<file path="config.mk">
export PLATFORM = sky130hd
export DESIGN_NAME = bitstream_receiver
export DESIGN_NICKNAME = d
export VERILOG_FILES = /design/src/rtl/bitstream_receiver.sv
export SDC_FILE = /design/constraint.sdc
export NUM_CORES = 1
export LEC_CHECK = 0
export BUFFER_PORTS_ARGS = -buffer_cell sky130_fd_sc_hd__buf_2
export CORE_MARGIN = 2
export CORE_UTILIZATION = 45
export DETAILED_ROUTE_END_ITERATION = 10
export GPL_ROUTABILITY_DRIVEN = 0
export PLACE_DENSITY_LB_ADDON = 0.3
export SYNTH_ARGS = -nofsm -noshare
export SYNTH_HDL_FRONTEND = slang
export SYNTH_SLANG_ARGS = --single-unit
</file>
<file path="constraint.sdc">
create_clock -name clk -period 2.8 [get_ports clk]
set_input_delay 0.7 -clock clk [delete_from_list [all_inputs] [get_ports clk]]
set_output_delay 0.7 -clock clk [all_outputs]
set_load 0.01 [all_outputs]
</file>
<file path="src/rtl/bitstream_receiver.sv">
// bitstream_receiver
//   Oversampling serial frame receiver. The line idles low; a frame is a
//   high start bit, DATALEN payload bits sent MSB first, then a low stop bit.
//   Each bit period is CLK_DIV clk cycles. Each sample is a 3-cycle majority
//   vote of the synchronized line, taken at the centre of the bit.
//
// Ports
//   clk        : single clock, rising edge
//   rst        : synchronous, active-high reset
//   en         : receive enable; low forces IDLE and abandons any frame
//   bitin      : asynchronous serial line
//   dataout    : last good payload
//   data_valid : one-cycle pulse when dataout updates
//   frame_err  : one-cycle pulse on a bad (high) stop bit
//   busy       : high while a frame is being received (START/DATA/STOP)
//   bit_cnt    : payload bits received in the current frame
module bitstream_receiver #(
    parameter int DATALEN = 128,
    parameter int CNTLEN  = 8,
    parameter int CLK_DIV = 32
) (
    input  logic               clk,
    input  logic               rst,
    input  logic               en,
    input  logic               bitin,
    output logic [DATALEN-1:0] dataout,
    output logic               data_valid,
    output logic               frame_err,
    output logic               busy,
    output logic [CNTLEN-1:0]  bit_cnt
);

    localparam int PHASE_W = $clog2(CLK_DIV);
    localparam logic [PHASE_W-1:0] HALF_LAST = PHASE_W'(CLK_DIV / 2 - 1);
    localparam logic [PHASE_W-1:0] FULL_LAST = PHASE_W'(CLK_DIV - 1);
    localparam logic [CNTLEN-1:0]  BIT_LAST  = CNTLEN'(DATALEN - 1);

    typedef enum logic [2:0] {IDLE, ARMED, START, DATA, STOP} state_t;

    state_t               state;
    state_t               state_nxt;
    logic                 sync_p0;
    logic                 sync_p1;   // synchronized line (bs)
    logic                 hist_p2;   // bs one cycle ago
    logic                 hist_p3;   // bs two cycles ago
    logic [PHASE_W-1:0]   phase;
    logic [DATALEN-1:0]   shreg;
    logic                 sample_pt;
    logic                 rise;
    logic                 vote;

    function automatic logic maj3(input logic a, input logic b, input logic c);
        return (a & b) | (a & c) | (b & c);
    endfunction

    // Stage 0/1: two-flop synchronizer; stage 2/3: history for edge and vote
    always_ff @(posedge clk) begin
        if (rst) begin
            sync_p0 <= 1'b0;
            sync_p1 <= 1'b0;
            hist_p2 <= 1'b0;
            hist_p3 <= 1'b0;
        end else begin
            sync_p0 <= bitin;
            sync_p1 <= sync_p0;
            hist_p2 <= sync_p1;
            hist_p3 <= hist_p2;
        end
    end

    always_ff @(posedge clk) begin
        if (rst) state <= IDLE;
        else     state <= state_nxt;
    end

    always_comb begin
        state_nxt = state;
        sample_pt = 1'b0;
        busy      = 1'b0;
        rise      = sync_p1 & ~hist_p2;
        vote      = maj3(sync_p1, hist_p2, hist_p3);
        case (state)
            IDLE:  state_nxt = ARMED;
            ARMED: if (rise) state_nxt = START;
            START: begin
                busy      = 1'b1;
                sample_pt = (phase == HALF_LAST);
                // A start bit that does not survive the vote was a glitch
                if (sample_pt) state_nxt = vote ? DATA : ARMED;
            end
            DATA: begin
                busy      = 1'b1;
                sample_pt = (phase == FULL_LAST);
                if (sample_pt && bit_cnt == BIT_LAST) state_nxt = STOP;
            end
            STOP: begin
                busy      = 1'b1;
                sample_pt = (phase == FULL_LAST);
                if (sample_pt) state_nxt = ARMED;
            end
            default: state_nxt = IDLE;
        endcase
        if (!en) state_nxt = IDLE;
    end

    // Phase/bit counters, shift register and result pulses. Every sample
    // action is gated by en so an abandoned frame never produces a pulse.
    always_ff @(posedge clk) begin
        if (rst) begin
            phase      <= '0;
            bit_cnt    <= '0;
            shreg      <= '0;
            dataout    <= '0;
            data_valid <= 1'b0;
            frame_err  <= 1'b0;
        end else begin
            data_valid <= 1'b0;
            frame_err  <= 1'b0;
            if (state == ARMED && rise) begin
                phase <= '0;
                if (en) bit_cnt <= '0;
            end else if (sample_pt) begin
                phase <= '0;
            end else if (busy) begin
                phase <= phase + PHASE_W'(1);
            end
            if (en && sample_pt && state == DATA) begin
                shreg   <= {shreg[DATALEN-2:0], vote};
                bit_cnt <= bit_cnt + CNTLEN'(1);
            end
            if (en && sample_pt && state == STOP) begin
                if (!vote) begin
                    dataout    <= shreg;
                    data_valid <= 1'b1;
                end else begin
                    frame_err  <= 1'b1;
                end
            end
        end
    end

endmodule

</file>
After elaboration in Yosys (flattened, before gate mapping)

Cells that the tools add are included.

Register bits: 278
Logic and storage cells: 63

$add $sub $neg: 2
Eq/ne operators: 11
Multiplexer cells: 13
Bitwise operators: 10
Reduce and logical (&&, ||, !) cells: 16

Operators with widths:

| operator              | number |
|---|---|
| $mux W8               | 3 |
| $pmux W3 S5           | 1 |
| $mux W3               | 4 |
| $add A8 B1 Y8 const B | 1 |
| $eq A8 B7 Y1 const B  | 1 |
| $ne A2 B2 Y1 const B  | 4 |
| $eq A3 B2 Y1 const B  | 2 |
| $reduce_or A2 Y1      | 3 |
| $reduce_or A3 Y1      | 2 |
| $add A5 B1 Y5 const B | 1 |
| $eq A5 B4 Y1 const B  | 1 |
| $eq A5 B5 Y1 const B  | 1 |
| $logic_and A1 B1 Y1   | 5 |
| $and A1 B1 Y1         | 4 |
| $not A1 Y1            | 4 |
| $reduce_and A2 Y1     | 2 |
| $reduce_and A4 Y1     | 1 |
| $reduce_bool A2 Y1    | 2 |
| $eq A3 B1 Y1 const B  | 1 |
| $eq A3 B3 Y1 const B  | 1 |
| $logic_not A3 Y1      | 1 |
| $mux W1               | 3 |
| $mux W2               | 1 |
| $or A1 B1 Y1          | 2 |
| $pmux W1 S2           | 1 |

Longest topological paths before layout

Depth in word-level cells: 7
Depth in mapped cells: 10
Depth with buffers taken out: 7

Worst setup path before layout

No wires, ideal clock.

Kind: reg-to-reg
From: reg phase[0]
To: reg shreg[100]
Setup time: 0.070 ns
Arrival time: 1.979 ns
Required time: 2.730 ns
Slack: 0.750 ns
Cell stages (with the launch flop): 11
Path buffers: 3
Period minus slack after synthesis: 2.050 ns
Cells stage by stage: dfxtp_1 ha_1 and3_1 ha_1 clkbuf_1 nand2_1 nor2_1 clkbuf_1 buf_2 nand2_1 a21oi_1

Cells in the longest elaborated chain, start to end: 4
Elaborated cells between the ends (all ways): 5
Classes of those cells: eq/ne: 2; mux: 1; reduce/logical: 2

RTL lines:

| what                                         | line       | text |
|---|---|---|
| from (decl)                                  | 46         | `logic [PHASE_W-1:0] phase;` |
| from (signal assigned)                       | 125        | `phase <= phase + PHASE_W'(1);` |
| $eq A5 B5 Y1 or $eq A5 B4 Y1 (tied branches) | 93, 98, 87 |  |
| $pmux W1 S2 *                                | 82         | `case (state)` |
| $logic_and A1 B1 Y1 * (2 in series)          | 127        | `if (en && sample_pt && state == DATA) begin` |
| to (signal assigned)                         | 128        | `shreg <= {shreg[DATALEN-2:0], vote};` |
| to (decl)                                    | 47         | `logic [DATALEN-1:0] shreg;` |

Every way passes the cells marked *; elsewhere a longest branch is shown, timed or not.
A chain may end at the register's enable or synchronous reset.

Worst setup path after layout

From: reg state[2]
To: out busy

Cells in the longest elaborated chain, start to end: 3
Elaborated cells between the ends (all ways): 5
Classes of those cells: eq/ne: 3; mux: 1; reduce/logical: 1

RTL lines:

| what                                         | line | text |
|---|---|---|
| from (decl)                                  | 40   | `state_t state;` |
| from (signal assigned)                       | 73   | `else state <= state_nxt;` |
| $eq A3 B2 Y1 or $eq A3 B3 Y1 (tied branches) | 82   |  |
| $reduce_or A3 Y1 (no source line) *          | -    |  |
| $mux W1 *                                    | 82   |  |
| to (decl)                                    | 29   | `output logic busy,` |

Marks and branches as above.

==> impl_results.md <==
- CP required: roughly 2.1 ns
- Final min period: roughly 2.6 ns
- Most frequent cell after synthesis: nand2_1
- Unrepaired setup endpoints after global routing: no
- Worst path max stage delay: around 0.50 ns
- Clock sinks: approximately 280
- Worst skew pair latency: between 0.5 and 0.6 ns
- Clk pin slew, worst setup/hold paths: approximately 0.06 ns
- Drt drc: 0
- Mux cell area share after synthesis: 0.00316
- Syn Inst Count: 1238
- Worst path arrival time: between 1.5 and 2 ns
- Dominant cells by area after synthesis: dfxtp_1, nand2_1, a21oi_1, clkbuf_1, buf_6
- Antenna Cells: 0
- NumNets Final: ~1300
- Sw frac: 0.199
- Achievable Freq: around 390 MHz
- WS Path Type: register to output pin
- Post-synthesis sequential area ratio: 0.561
- Sequential share of power: 0.506
- Slowest CP cell: or3b_1
- Core Footprint: approximately 0.022 mm²
- I/O pin cnt: between 100 and 150
- CP max FO: 10
- Peak supply drop: 0.486 mV
- Synth Net Count: around 1200
- Placement-stage worst setup slack: 0.423 ns
- Hpwl dp: between 10000 and 15000 µm
- Most common library cells after synthesis: nand2_1, dfxtp_1, a21oi_1, clkbuf_1, buf_6
- Post-synth ARST share: 0
- Initial antenna violation count: 0
- P_leak: 4.25 nW
- Die H: roughly 150 µm
- Crit start category: register
- # Max-Cap Violations: 0
- GRT overflow: 0
- Hold buffer count at cts: 0
- CTS H-Tree Depth: 1
- Clock network power share: 0.483
- FF+latch count, synth: between 200 and 300
- Cell Rows: 54
- Buffers on Ports: between 100 and 150
- CTS tree: done
- Top FF cell, synth: dfxtp_1
- Die ar.: 0.0232 mm²
- Number of global-route vias before repair: about 7500
- Total wire length: 21000 µm
- Die width: 152 µm
- Main combinational cell family by area after synthesis: simple AND/OR/NAND/NOR gates
- Worst min path class: input pin to register
- Post-synth EDFFs: 0
- Layout Utilization: 0.536
- Vias/cell: 4.99
- CTS Root Buffer Type: clkbuf_16
- First-pass iteration count of the detailed router: 4
- First-pass GRT wire length: about 36000 µm
- Synth top area share: 0.561
- Post-synthesis compound-gate area fraction: 0.150
- Max-slew violation count: 0
- P_int: 6.28 mW
- Combinational cell fraction of total power: 0.011
- Slew @ Worst Pin: roughly 0.74 ns
- Layout area overhead: 17.3%
- Setup ws final: 0.219 ns
- Synth unique cells: 39
- Final Cycle Share: 0.922
- Setup Buffers After CTS: 0
- Synth Area in XOR/XNOR: 0.00265
- Pwr/cell area: about 670 mW/mm²
- Final hold slack: between 0.3 and 0.4 ns
- Mean Syn Cell Area: approximately 8 µm²
- GRT Overall Usage: 0.175
- Setup TNS: 0 ns
- Slew margin rel.: 0.507
- Layout cells sized above 1: 0.153
- Largest net degree at the start of global routing: 94
- Gates resized, CTS repair: 0
- CP endpoint kind: output pin
- Synth Area in Simple Gates: 0.223
- Clock Tree Buf Depth: 3
- Clk_skew: 0.00899 ns
- Adder-Cell Fraction of Synth Area: 0.00606
- Psw: roughly 1.6 mW
- CTS Buf Count: 28
- Vias post-DR: roughly 8100
- Setup-failing EPs final: 0
- CP Cell Sequence: or3b_1 > nand2_1 > buf_2
- Synth area leader: dfxtp_1
- DRT iter0 DRCs: 464
- Synth Cell Area: ~0.0099 mm²
- Antenna Nets Post-Route: 0
- Final Hold Fails: 0
- Pwr Total: 7.84 mW
- Status: completed
- Initial cell density of the core: 0.457
- Syn. warnings: 0
- Wirelength per Cell: ~13 µm
power groups by stage:
stage	clock network (mW)	registers, mW	logic, mW
6_report	3.79	3.96	0.0855
2_1_floorplan	0	4.05	0.0674
4_1_cts	3.88	3.96	0.0859
3_3_place_gp	0	4.05	0.0870
5_1_grt	4.04	3.96	0.0957
3_5_place_dp	0	4.05	0.0858
worst max-delay path, delay by kind of cell (launching register included):
family / cells / cell delay, ns
buf+inv: 1 / 0.17
flops: 1 / 0.49
simple gates: 2 / 0.70
state kept, by name, indices dropped and copies added (netlist names):
signal,flops
frame_err,1
sync_p0,1
bit_cnt,8
sync_p1,1
shreg,128
phase,5
hist_p3,1
state,3
data_valid,1
hist_p2,1
dataout,128
worst paths after layout:
| check | from | end | slack (ns) | cells after the start |
|---|---|---|---|---|
| setup / recovery | state[2] | busy | 0.22 | 3 |
| hold / removal | bitin | sync_p0 | 0.39 | 2 |
| hold reg to reg | dataout[81] | dataout[81] | 0.45 | 2 |
| setup reg to reg | phase[0] | dataout[110] | 0.42 | 8 |
stage by stage:
stage | area, µm² | instances
CTS | 11600 | 1630
floorplan | 9910 | 1238
finish | 11600 | 1630
global route | 11600 | 1630
global placement | 10700 | 1580
detailed placement | 10700 | 1580
routing by layer:
metal	part of all wire	track usage	wire length (µm)	vias to the layer above
met5	0	0	0	-
met4	0.020	0.0454	418	0
met3	0.051	0.0330	1060	33
met2	0.45	0.290	9550	167
met1	0.48	0.237	10000	3742
li1	-	-	-	4184
placed cells by master, fill, tap and decap left out, types with 3 or more instances in the layout:
cell type / netlist / layout
clkinv_2: 0 / 5
clkbuf_8: 0 / 10
dfxtp_1: 278 / 278
nand2b_1: 3 / 3
inv_1: 5 / 5
a211oi_1: 6 / 6
nor2b_1: 9 / 9
buf_2: 12 / 141
buf_4: 13 / 6
buf_12: 0 / 6
o21ai_0: 3 / 3
clkbuf_16: 0 / 29
ha_1: 4 / 4
a21oi_1: 267 / 267
and3_1: 3 / 3
nor2_1: 13 / 12
nand2_1: 518 / 518
nand3_1: 7 / 6
cell type report:
| class | count | area [µm²] |
|---|---|---|
| flip-flops and latches | 278 | 5570 |
| well taps | 280 | 350 |
| clock inverters | 10 | 109 |
| fillers | 2096 | 10100 |
| multi-input cells | 863 | 3840 |
| repair buffers | 154 | 885 |
| inverters | 5 | 18.8 |
| clock buffers | 40 | 857 |
cell families (layout without fill, tap and decap cells):
| logic type | after synthesis | in the layout |
|---|---|---|
| buffers and inverters | 97 | 209 |
| adders and majority gates | 5 | 5 |
| and+or+nand+nor | 565 | 565 |
| xor gates and xnor gates | 3 | 3 |
| AOI/OAI and AO/OA | 287 | 287 |
| muxes | 3 | 3 |
| DFF | 278 | 278 |
Note: power is estimated with default switching activity, not from simulation.
